--- src/rtl/puf_scan_ctrl_pkg.sv ---
// Shared types and constants for the PUF array control blocks.
package puf_pkg;
  localparam int PUF_NUM_CELLS = 128;
  localparam int PUF_SEL_W     = 7;

  typedef enum logic [2:0] {IDLE, SETTLE, SAMPLE, GAP, DONE} puf_scan_state_e;
  typedef logic [PUF_SEL_W-1:0] puf_sel_t;

  // Strict majority of ones over an odd sample count.
  function automatic logic majority(int ones, int samples);
    return (ones * 2) > samples;
  endfunction
endpackage

--- src/rtl/puf_scan_ctrl_if.sv ---
// Scan controller bus: start/abort handshake, cell drive and response.
interface puf_scan_ctrl_if import puf_pkg::*; #(
  parameter int NUM_CELLS = PUF_NUM_CELLS,
  parameter int SEL_W     = PUF_SEL_W
);
  logic                 start;
  logic                 abort;
  logic                 puf_bit;
  logic [SEL_W-1:0]     sel;
  logic                 cell_en;
  logic                 busy;
  logic                 done;
  logic                 valid;
  logic [NUM_CELLS-1:0] response;

  modport master (output start, abort, puf_bit,
                  input  sel, cell_en, busy, done, valid, response);
  modport slave  (input  start, abort, puf_bit,
                  output sel, cell_en, busy, done, valid, response);
endinterface

--- src/rtl/puf_scan_ctrl_bit_sync.sv ---
// Flop-chain synchronizer for asynchronous PUF response bits.
module puf_bit_sync #(
  parameter int STAGES = 2
) (
  input  logic clk,
  input  logic rst,
  input  logic d,
  output logic q
);
  logic [STAGES-1:0] ff;

  always_ff @(posedge clk or posedge rst) begin
    if (rst) begin
      ff <= '0;
    end else begin
      ff[0] <= d;
      for (int i = 1; i < STAGES; i++) ff[i] <= ff[i-1];
    end
  end

  assign q = ff[STAGES-1];
endmodule

--- src/rtl/puf_scan_ctrl.sv ---
// Sequences every PUF cell: enable, settle, majority-sample, store, gap.
module puf_scan_ctrl import puf_pkg::*; #(
  parameter int NUM_CELLS     = PUF_NUM_CELLS,
  parameter int SEL_W         = PUF_SEL_W,
  parameter int SETTLE_CYCLES = 8,
  parameter int SAMPLES       = 3,
  parameter int SYNC_STAGES   = 2
) (
  input logic            clk,
  input logic            rst,
  puf_scan_ctrl_if.slave bus
);
  localparam int SC_W = $clog2(SETTLE_CYCLES + 1);
  localparam int SM_W = $clog2(SAMPLES + 1);

  puf_scan_state_e      state;
  logic [SEL_W-1:0]     sel;
  logic                 cell_en, busy, done, valid;
  logic [NUM_CELLS-1:0] response;
  logic [SC_W-1:0]      settle_cnt;
  logic [SM_W-1:0]      smp_cnt, ones, ones_nxt;
  logic                 bit_s;

  puf_bit_sync #(.STAGES(SYNC_STAGES)) u_sync (
    .clk (clk),
    .rst (rst),
    .d   (bus.puf_bit),
    .q   (bit_s)
  );

  assign ones_nxt = ones + SM_W'(bit_s);

  always_ff @(posedge clk or posedge rst) begin
    if (rst) begin
      state      <= IDLE;
      sel        <= '0;
      cell_en    <= 1'b0;
      busy       <= 1'b0;
      done       <= 1'b0;
      valid      <= 1'b0;
      response   <= '0;
      settle_cnt <= '0;
      smp_cnt    <= '0;
      ones       <= '0;
    end else begin
      done <= 1'b0;
      // busy is high exactly in SETTLE/SAMPLE/GAP, the abortable states
      if (busy && bus.abort) begin
        state      <= IDLE;
        sel        <= '0;
        cell_en    <= 1'b0;
        busy       <= 1'b0;
        settle_cnt <= '0;
        smp_cnt    <= '0;
        ones       <= '0;
      end else begin
        case (state)
          IDLE: begin
            if (bus.start && !bus.abort) begin
              state      <= SETTLE;
              sel        <= '0;
              response   <= '0;
              valid      <= 1'b0;
              busy       <= 1'b1;
              cell_en    <= 1'b1;
              settle_cnt <= '0;
            end
          end
          SETTLE: begin
            if (settle_cnt == SC_W'(SETTLE_CYCLES - 1)) begin
              state      <= SAMPLE;
              settle_cnt <= '0;
              smp_cnt    <= '0;
              ones       <= '0;
            end else begin
              settle_cnt <= settle_cnt + 1'b1;
            end
          end
          SAMPLE: begin
            if (smp_cnt == SM_W'(SAMPLES - 1)) begin
              response[sel] <= majority(int'(ones_nxt), SAMPLES);
              smp_cnt       <= '0;
              ones          <= '0;
              cell_en       <= 1'b0;
              if (sel == SEL_W'(NUM_CELLS - 1)) begin
                sel   <= '0;
                state <= DONE;
                busy  <= 1'b0;
                done  <= 1'b1;
                valid <= 1'b1;
              end else begin
                // sel only moves while the cell is disabled
                sel   <= sel + 1'b1;
                state <= GAP;
              end
            end else begin
              smp_cnt <= smp_cnt + 1'b1;
              ones    <= ones_nxt;
            end
          end
          GAP: begin
            state   <= SETTLE;
            cell_en <= 1'b1;
          end
          DONE: state <= IDLE;
          default: state <= IDLE;
        endcase
      end
    end
  end

  assign bus.sel      = sel;
  assign bus.cell_en  = cell_en;
  assign bus.busy     = busy;
  assign bus.done     = done;
  assign bus.valid    = valid;
  assign bus.response = response;
endmodule

--- src/flat_wrapper.sv ---
// flat-port wrapper written by rule: the top's interface ports become plain ports
module puf_scan_ctrl_flat import puf_pkg::*;
#(
  parameter int NUM_CELLS     = PUF_NUM_CELLS,
  parameter int SEL_W         = PUF_SEL_W,
  parameter int SETTLE_CYCLES = 8,
  parameter int SAMPLES       = 3,
  parameter int SYNC_STAGES   = 2
)
  (clk, rst, bus_start, bus_abort, bus_puf_bit, bus_sel, bus_cell_en, bus_busy, bus_done, bus_valid, bus_response);
  puf_scan_ctrl_if #(.NUM_CELLS(NUM_CELLS), .SEL_W(SEL_W)) bus_i ();
  input logic clk;
  input logic rst;
  input wire logic [$bits(bus_i.start)-1:0] bus_start;
  input wire logic [$bits(bus_i.abort)-1:0] bus_abort;
  input wire logic [$bits(bus_i.puf_bit)-1:0] bus_puf_bit;
  output wire logic [$bits(bus_i.sel)-1:0] bus_sel;
  output wire logic [$bits(bus_i.cell_en)-1:0] bus_cell_en;
  output wire logic [$bits(bus_i.busy)-1:0] bus_busy;
  output wire logic [$bits(bus_i.done)-1:0] bus_done;
  output wire logic [$bits(bus_i.valid)-1:0] bus_valid;
  output wire logic [$bits(bus_i.response)-1:0] bus_response;
  assign bus_i.start = bus_start;
  assign bus_i.abort = bus_abort;
  assign bus_i.puf_bit = bus_puf_bit;
  assign bus_sel = bus_i.sel;
  assign bus_cell_en = bus_i.cell_en;
  assign bus_busy = bus_i.busy;
  assign bus_done = bus_i.done;
  assign bus_valid = bus_i.valid;
  assign bus_response = bus_i.response;
  puf_scan_ctrl #(.NUM_CELLS(NUM_CELLS), .SEL_W(SEL_W), .SETTLE_CYCLES(SETTLE_CYCLES), .SAMPLES(SAMPLES), .SYNC_STAGES(SYNC_STAGES)) u_core (.clk(clk), .rst(rst), .bus(bus_i));
endmodule
--- config.mk ---
export PLATFORM = sky130hd
export DESIGN_NAME = puf_scan_ctrl_flat
export DESIGN_NICKNAME = d
export VERILOG_FILES = /design/src/rtl/puf_scan_ctrl_pkg.sv /design/src/rtl/puf_scan_ctrl_if.sv /design/src/rtl/puf_scan_ctrl_bit_sync.sv /design/src/rtl/puf_scan_ctrl.sv /design/src/flat_wrapper.sv
export SDC_FILE = /design/constraint.sdc
export NUM_CORES = 1
export LEC_CHECK = 0
export BUFFER_PORTS_ARGS = -buffer_cell sky130_fd_sc_hd__buf_2
export CAP_MARGIN = 10
export CORE_AREA = 2 2 91 180
export CTS_CLUSTER_DIAMETER = 200
export DETAILED_ROUTE_END_ITERATION = 12
export DIE_AREA = 0 0 93 182
export PLACE_DENSITY = 0.74
export SLEW_MARGIN = 20
export SYNTH_ARGS = -nofsm -noshare
export SYNTH_HDL_FRONTEND = slang
export SYNTH_SLANG_ARGS = --single-unit
--- constraint.sdc ---
create_clock -name clk -period 11.5 [get_ports clk]
set_input_delay 2.875 -clock clk [delete_from_list [all_inputs] [get_ports clk]]
set_output_delay 2.875 -clock clk [all_outputs]
set_load 0.005 [all_outputs]
==> results, run 1 <==
- Buffers inserted to repair hold after CTS numbered 0.
- Pin placement for this block handled 144 I/O pins.
- The worst-margin pin slew is 1.233 ns.
- The floorplan has 65 rows.
- The hold path depth is 0.
- In this run the worst path has a maximum fanout of 17.
- In the post-synthesis netlist, the biggest area contributors are sky130_fd_sc_hd__dfrtp_1 48%, sky130_fd_sc_hd__a22o_1 8.7%, sky130_fd_sc_hd__o21ai_0 7.9%.
- In this run the cell area of the synthesized design comes to 7914 µm².
- The worst setup path is launched from an input port.
- The number of maximum-capacitance violations is 0.
- After the first detailed-routing iteration, the DRC count stood at around 660.
- The clock network is responsible for a little over a third of the overall power.
- The detail route stage leaves a number of antenna-violating nets equal to 0.
- The clock transition time at the flip-flop clock pins of the worst setup and hold paths is 0.06 ns.
- The path with the worst hold slack has its endpoint at u_core.u_sync.ff[1].
- The worst setup path is captured at a flip-flop.
- In this run the biggest area consumer among cell types represents between 40 and 50% of the synthesized area.
- Once the clock tree was built, the resizer swapped 0 gates to a different size.
- The cell-internal power is about 1.1 mW.
- The area of the die is 16,930 µm².
- The clock drives approximately 150 sinks.
- Per report_power, the sequential group accounts for around 34% of the total.
- In the routed design, unresolved DRC markers number 0.
- The number of global-route vias before repair is between 6,000 and 7,000.
- The HPWL after detailed placement is 14.73 mm.
- The final worst-path cycle share is 42.01%.
- The flow ran to the end, and the final reports show no timing, DRC or antenna violations.
- In this run the power density over the cells is ~190 nW/µm².
- The worst reg2reg path startpoint is u_core.state[1].
- For this run, the leading register cell type out of synthesis is sky130_fd_sc_hd__dfrtp_1.
- The cell sitting at the root of the clock tree is a sky130_fd_sc_hd__clkbuf_16.
- In this run the number of H-tree levels came out at 4.
- Using the TritonRoute via totals, the vias-per-cell ratio works out to around 6.6.
- The worst-case reg-to-reg path depth is 5.
- The number of antenna diodes in the final layout is 0.
- The later-pin clock latency in the skew report is between 0.4 and 0.5 ns.
- STA puts the critical path data required time at between 10 and 15 ns.
- The detail-routed net length per standard cell is roughly 22 µm.
- For this block, the via count after detailed routing is roughly 7,200.
- The number of fill cells is 1,357.
- The clock arrives with between 0.01 and 0.015 ns of skew.
- Derived from the worst setup path, the maximum achievable clock frequency is roughly 210 MHz.
- sky130_fd_sc_hd__dfrtp_1 takes more of the synthesized area than any other cell.
- The combinational power share is between 30 and 40%.
- In this run the most critical hold path is launched from u_core.u_sync.ff[0].
- The routability-driven placement congestion ratio is roughly 0.87.
- The data arrival time at the worst-slack endpoint is a little over 5 ns.
- The initial core utilization is roughly 51%.
- Counting every net in the synthesized netlist gives ~800.
- The end-of-flow core utilization is 58.95%.
- The static power due to leakage is ~4.2 nW.
- The total of endpoints with negative setup slack in the final report is 0.
- The worst hold slack is ~0.36 ns.
- The switching part of the total is 36.28%.
- The clock passes through at most 2 buffers.
- The total grt overflow is 0.
- The number of antenna violations at the first check in global routing is 0.
- The count of pins over their slew limit is 0.
- Relative to the synthesized area, the layout overhead comes to 16.32%.
- The wire length of the first global-routing pass is between 30 and 40 mm.
- The end of the worst register-to-register path is u_core.bus.response[65].
- The Yosys step of the flow raised 0 warnings.
- A synthesized cell averages around 10 µm².
- Across every metal layer, demand over resource in global routing totals 27.86%.
- The die height is about 180 µm.
- The pin count of the biggest net entering global routing is approximately 130.
- The die boundary width is 93 µm.
- Measured against its own limit, the worst slew margin works out to roughly 18%.
- The sequential fraction of the synthesis area is 48.06%.
- The number of endpoints with negative hold slack in the final report is 0.
- Wires add up to around 24 mm.
- The share of synthesized registers carrying an async set or reset is between 90% and 100%.
- The total net switching power is around 0.63 mW.
- In the final layout, the share of cells above drive strength 1 is between 20% and 30%.
- IR analysis of the VDD net gives a maximum drop of approximately 0.00015 V.
- The number of setup buffers added after CTS is 0.
- Setup repair after global routing left no endpoint under its margin.
- The count of flip-flops with a built-in enable after synthesis is 0.
- The clock tree from TritonCTS is done.
- The count of different cell masters after synthesis is between 50 and 60.
- The number of synthesized register bits is 152.
- The top cell types in the final layout, fill and taps aside, are 152 x sky130_fd_sc_hd__dfrtp_1, 143 x sky130_fd_sc_hd__buf_2, 125 x sky130_fd_sc_hd__o21ai_0.
- The count of port buffers added during placement is about 140.
- At the end of the flow, the number of nets in the layout was just under 900.
- TritonCTS created 17 clock buffers.
- After technology mapping, the gate count stands at slightly above 800.
- The setup check on the worst reg-to-reg path leaves a slack of just under 8 ns.
- The type of the worst setup path is in -> reg.
- The floorplan step defined a core boundary enclosing approximately 16,000 µm².
- Leaving out fill and tap cells, the most frequent cell in the layout is sky130_fd_sc_hd__dfrtp_1.
- For this run, the detailed router's first-pass iteration total came to 6.
- The setup total negative slack is 0 ns.
- The min-delay analysis places its worst path in the category reg -> reg.
- The time the worst path needs with I/O delays and setup is 4.831 ns.
## state kept, by name, summed over array words and instances (netlist names)
| register | count |
|---|---|
| u_core.bus.response | 128 |
| u_core.bus.sel | 7 |
| u_core.settle_cnt | 4 |
| u_core.state | 3 |
| u_core.ones | 2 |
| u_core.smp_cnt | 2 |
| u_core.u_sync.ff | 2 |
| u_core.bus.busy | 1 |
| u_core.bus.cell_en | 1 |
| u_core.bus.done | 1 |
| u_core.bus.valid | 1 |
## layout make-up
class	count	area, µm²	area share, %
clock buffers	21	470.5	5.111
clock inverters	10	167.7	1.821
inverters	5	23.77	0.2583
multi-input cells	545	3612	39.24
flip-flops and latches	152	3804	41.32
well taps	201	251.5	2.732
repair buffers	159	875.8	9.515
## per-layer routing
metal / vias up / global-route usage, % / wire length (µm)
li1: 3216 / - / -
met1: 3536 / 37.43 / 9344
met2: 434 / 43.25 / 11370
met3: 60 / 5.643 / 2050
met4: 0 / 12.88 / 813
met5: - / 0 / 0
## stage by stage
step           worst slack, ns  cells  cell area, µm²  total power, mW
2_1_floorplan            4.532    806            7914            1.012
3_3_place_gp             6.006   1060            8503            1.079
3_5_place_dp             6.342   1061            8537            1.111
4_1_cts                  6.763   1092            9175            1.713
5_1_grt                  6.594   1093            9205            1.817
6_report                 6.669   1093            9205            1.725
## cell usage after synthesis, drive strengths merged (2+ instances only)
cell and instances:
nand4bb 6, nor4b 4, nand2 12, o22ai 3
o311a 2, a211oi 3, nand2b 4, a21oi 23
nor2b 2, buf 62, or3b 4, or3 4
o2bb2ai 38, nor4bb 5, ha 3, dfrtp 152
a31oi 4, nand3 121, nor2 14, o31ai 14
and2 4, or4b 4, nor3 4, and3 4
nand3b 6, nand4 6, inv 5, and4 2
or2 7, nand4b 7, o21ai 139, a22o 79
nor4 4, clkbuf 42
## worst max-delay path by stage
stage,startpoint,to,slack [ns],cells after the start
final,bus_abort,u_core.bus.response[65],6.67,5
after detailed placement,bus_abort,u_core.bus.response[24],6.34,5
after floorplan,rst,u_core.bus.busy,4.53,1
after global placement,bus_abort,u_core.bus.response[25],6.01,6
after CTS,bus_abort,u_core.bus.response[24],6.76,5
after global routing,bus_abort,u_core.bus.response[18],6.59,5
## worst max-delay path: stages
cell                      delay, ns
sky130_fd_sc_hd__buf_2         0.11
sky130_fd_sc_hd__nand2_1       0.46
sky130_fd_sc_hd__nand4_4       0.38
sky130_fd_sc_hd__nor2_1        1.05
sky130_fd_sc_hd__a22o_1        0.29
## logic make-up after synthesis
family	count (synthesis)	synth area share, %
compound gates	314	26.62
xor+xnor	1	0.1107
fa+ha+maj	3	0.4744
buf+inv	109	6.593
flops	152	48.06
mux	1	0.1265
simple gates	226	18.01
## power groups by stage
stage / Combinational (mW) / Sequential (mW) / Clock (mW)
3_3_place_gp: 0.489 / 0.590 / 0
2_1_floorplan: 0.434 / 0.578 / 0
3_5_place_dp: 0.520 / 0.591 / 0
6_report: 0.539 / 0.582 / 0.604
5_1_grt: 0.596 / 0.585 / 0.636
4_1_cts: 0.523 / 0.582 / 0.608
Note: power is estimated with default switching activity, not from simulation.
==> run 2, diff against run 1 <==
--- a/config.mk
+++ b/config.mk
@@ -7,11 +7,11 @@
 export LEC_CHECK = 0
 export BUFFER_PORTS_ARGS = -buffer_cell sky130_fd_sc_hd__buf_2
 export CAP_MARGIN = 10
-export CORE_AREA = 2 2 91 180
+export CORE_AREA = 2 2 92 182
 export CTS_CLUSTER_DIAMETER = 200
 export DETAILED_ROUTE_END_ITERATION = 12
-export DIE_AREA = 0 0 93 182
-export PLACE_DENSITY = 0.74
+export DIE_AREA = 0 0 94 184
+export PLACE_DENSITY = 0.75
 export SLEW_MARGIN = 20
 export SYNTH_ARGS = -nofsm -noshare
 export SYNTH_HDL_FRONTEND = slang
==> constraint.sdc (replaced) <==
create_clock -name clk -period 4.2 [get_ports clk]
set_input_delay 1.05 -clock clk [delete_from_list [all_inputs] [get_ports clk]]
set_output_delay 1.05 -clock clk [all_outputs]
set_load 0.005 [all_outputs]
==> results, run 2 (synthesized netlist as in run 1, its figures left out) <==
- The data required time of the worst path is 3.15 ns (-8.70 ns).
- The type of the worst min-delay path is reg -> reg.
- The area of the die is 17,300 µm² (+2.2%).
- The remaining design rule violation count is 0 (unchanged).
- The type of the worst setup path is reg -> out.
- The detail-routed net length per standard cell is 22.25 µm (+3.2%).
- The die height came to 184 µm (+1.1%).
- The wire length of the first global-routing pass is 38.14 mm (+3.1%).
- The clock transition time at the flip-flop clock pins of the worst setup and hold paths is 0.07 ns (about the same).
- The global routing usage summed across all routing layers came to 28.70% (+0.84 points).
- The clock tree from TritonCTS is done.
- The worst-margin pin slew is 1.139 ns (-0.09327 ns).
- The largest fanout on the critical path came to 20 (+3).
- The area inside the core boundary came to 15,860 µm² (+1.6%).
- The most common cell after layout, fill and taps aside is sky130_fd_sc_hd__dfrtp_1.
- The antenna violation net count after detailed routing is 0 (unchanged).
- The instance count after placement with tap cells included is 1,070 (+0.85%).
- The H-tree level count is 4 (unchanged).
- The power density over the cells is 497.0 nW/µm² (+170%).
- In the layout the commonest cells are 151 x sky130_fd_sc_hd__dfrtp_1, 143 x sky130_fd_sc_hd__buf_2, 125 x sky130_fd_sc_hd__o21ai_0.
- The run finished with clean final reports.
- The worst hold slack is 0.3490 ns (-0.01472 ns).
- The iteration count of the initial detailed-routing pass is 6 (unchanged).
- The later-pin clock latency in the skew report is 0.43 ns (about the same).
- The detailed-route vias per instance came to 6.551 (-1.2%).
- The initial core utilization is 49.90% (-0.78 points).
- The total of endpoints with negative setup slack in the final report came to 0 (unchanged).
- The register with the highest flop count is u_core.bus.response.
- The routability-driven placement congestion ratio is 0.8357 (-3.6%).
- The area growth from synthesis to layout is 16.60%.
- The count of routing violations after the opening detailed-route iteration is 643 (-2.3%).
- The count of port buffers added during placement came to 143 (unchanged).
- The count of non-filler cells in the finished layout is 1,103 (+0.91%).
- The total grt overflow is 0 (unchanged).
- The total of hold buffers inserted after clock tree synthesis is 0 (unchanged).
- The number of nets in the layout came to 897 (+1.0%).
- The number of endpoints with negative hold slack in the final report is 0 (unchanged).
- Static timing analysis puts the maximum clock frequency at 350.7 MHz.
- The die boundary width was 94 µm (+1.1%).
- The total of cells resized after clock tree synthesis is 0 (unchanged).
- The number of antenna violations at the first check in global routing is 0 (unchanged).
- The maximum number of buffers from clock root to sink is 2 (unchanged).
- The number of buffers created by CTS is 17 (unchanged).
- The I/O pin total came to 144 (unchanged).
- Setup repair after global routing left no endpoint under its margin.
- The time the worst path needs with I/O delays and setup is ~2.9 ns.
- The number of maximum-capacitance violations came to 0 (unchanged).
- The routed wire length is 24.55 mm (+4.1%).
- The pin count of the biggest net entering global routing is 123 (-1.6%).
- The total power of the final layout is 4.586 mW (+170%).
- The fraction of final layout cells with drive strength greater than 1 was 24.17% (+0.85 points).
- The largest registers in the layout are u_core.bus.response x128, u_core.bus.sel x7, u_core.settle_cnt x4.
- The clock skew after layout was 0.01038 ns (-0.002509 ns).
- The static power due to leakage is 4.187 nW (+0.56%).
- The number of inserted diodes is 0 (unchanged).
- The number of global-route vias before repair is 6,946 (+3.3%).
- After layout, the worst path uses slightly below 70% of the clock period.
- The number of rows created at floorplan was 65 (unchanged).
- The worst vdd rail ir drop came to 0.0003167 V (+110%).
- The post-CTS setup buffer count is 0 (unchanged).
- The total via count in the routed design came to 7,226 (-0.28%).
- The cell sitting at the root of the clock tree is a sky130_fd_sc_hd__clkbuf_16.
- The HPWL after detailed placement was 15.66 mm (+6.3%).
- The setup total negative slack is 0 ns (unchanged).
- The count of pins over their slew limit came to 0 (unchanged).
- The data arrival time at the worst-slack endpoint is 1.80 ns (-3.38 ns).
- The startpoint type of the worst setup path is a flip-flop.
- The clock sink total came to 152 (unchanged).
- The end-of-flow core utilization is 58.19% (-0.76 points).
- The normalized max-slew margin is 23.77% (+6.2 points).
- The sort of element at the end of the critical path is a primary output.
- The number of flip-flops in the largest register is 128 (unchanged).
-- run 2: layout make-up --
cell class              count  area, µm²
multi-input cells         545       3603
inverters                   5      22.52
clock inverters            14      140.1
repair buffers            168      965.9
well taps                 201      251.5
fillers                  1444       6631
clock buffers              18      439.2
flip-flops and latches    152       3805
-- run 2: path summary, 6_finish.rpt --
check                      slack (ns)                       to                start  depth (start not counted)
setup / recovery                 1.35               bus_sel[4]    u_core.bus.sel[4]                          2
hold / removal                   0.35      u_core.u_sync.ff[1]  u_core.u_sync.ff[0]                          0
setup reg to reg                 1.55  u_core.bus.response[14]      u_core.state[1]                          4
hold reg to reg                  0.35      u_core.u_sync.ff[1]  u_core.u_sync.ff[0]                          0
max in group asynchronous        2.68        u_core.bus.sel[3]                  rst                          4
min in group asynchronous        0.58  u_core.bus.response[84]                  rst                          2
-- run 2: where the power goes --
group	switching, mW	total (mW)	internal [mW]
Sequential	0.0802	1.59	1.51
Clock	0.666	1.51	0.846
Combinational	1.03	1.48	0.451
Total	1.77	4.59	2.81
-- run 2: metrics by stage --
stage                     area (µm²)  worst slack (ns)
after floorplan                 7918             1.233
after global placement          8627             1.294
after detailed placement        8627             1.287
after CTS                       9206             1.289
after global routing            9228             1.280
final                           9228             1.348
-- run 2: metal layers --
layer	part of all wire, %	vias to the layer above	wire, µm	GRT usage [%]
met4	5.8	0	1417	18.09
met5	0	-	0	0
li1	-	3213	-	-
met3	6.5	86	1606	4.387
met2	50	378	12390	47.26
met1	37	3549	9128	34.63
-- run 2: critical path: stages (launching register included) --
cell and delay [ns]:
sky130_fd_sc_hd__dfrtp_1 0.87, sky130_fd_sc_hd__buf_4 0.35, sky130_fd_sc_hd__buf_2 0.15
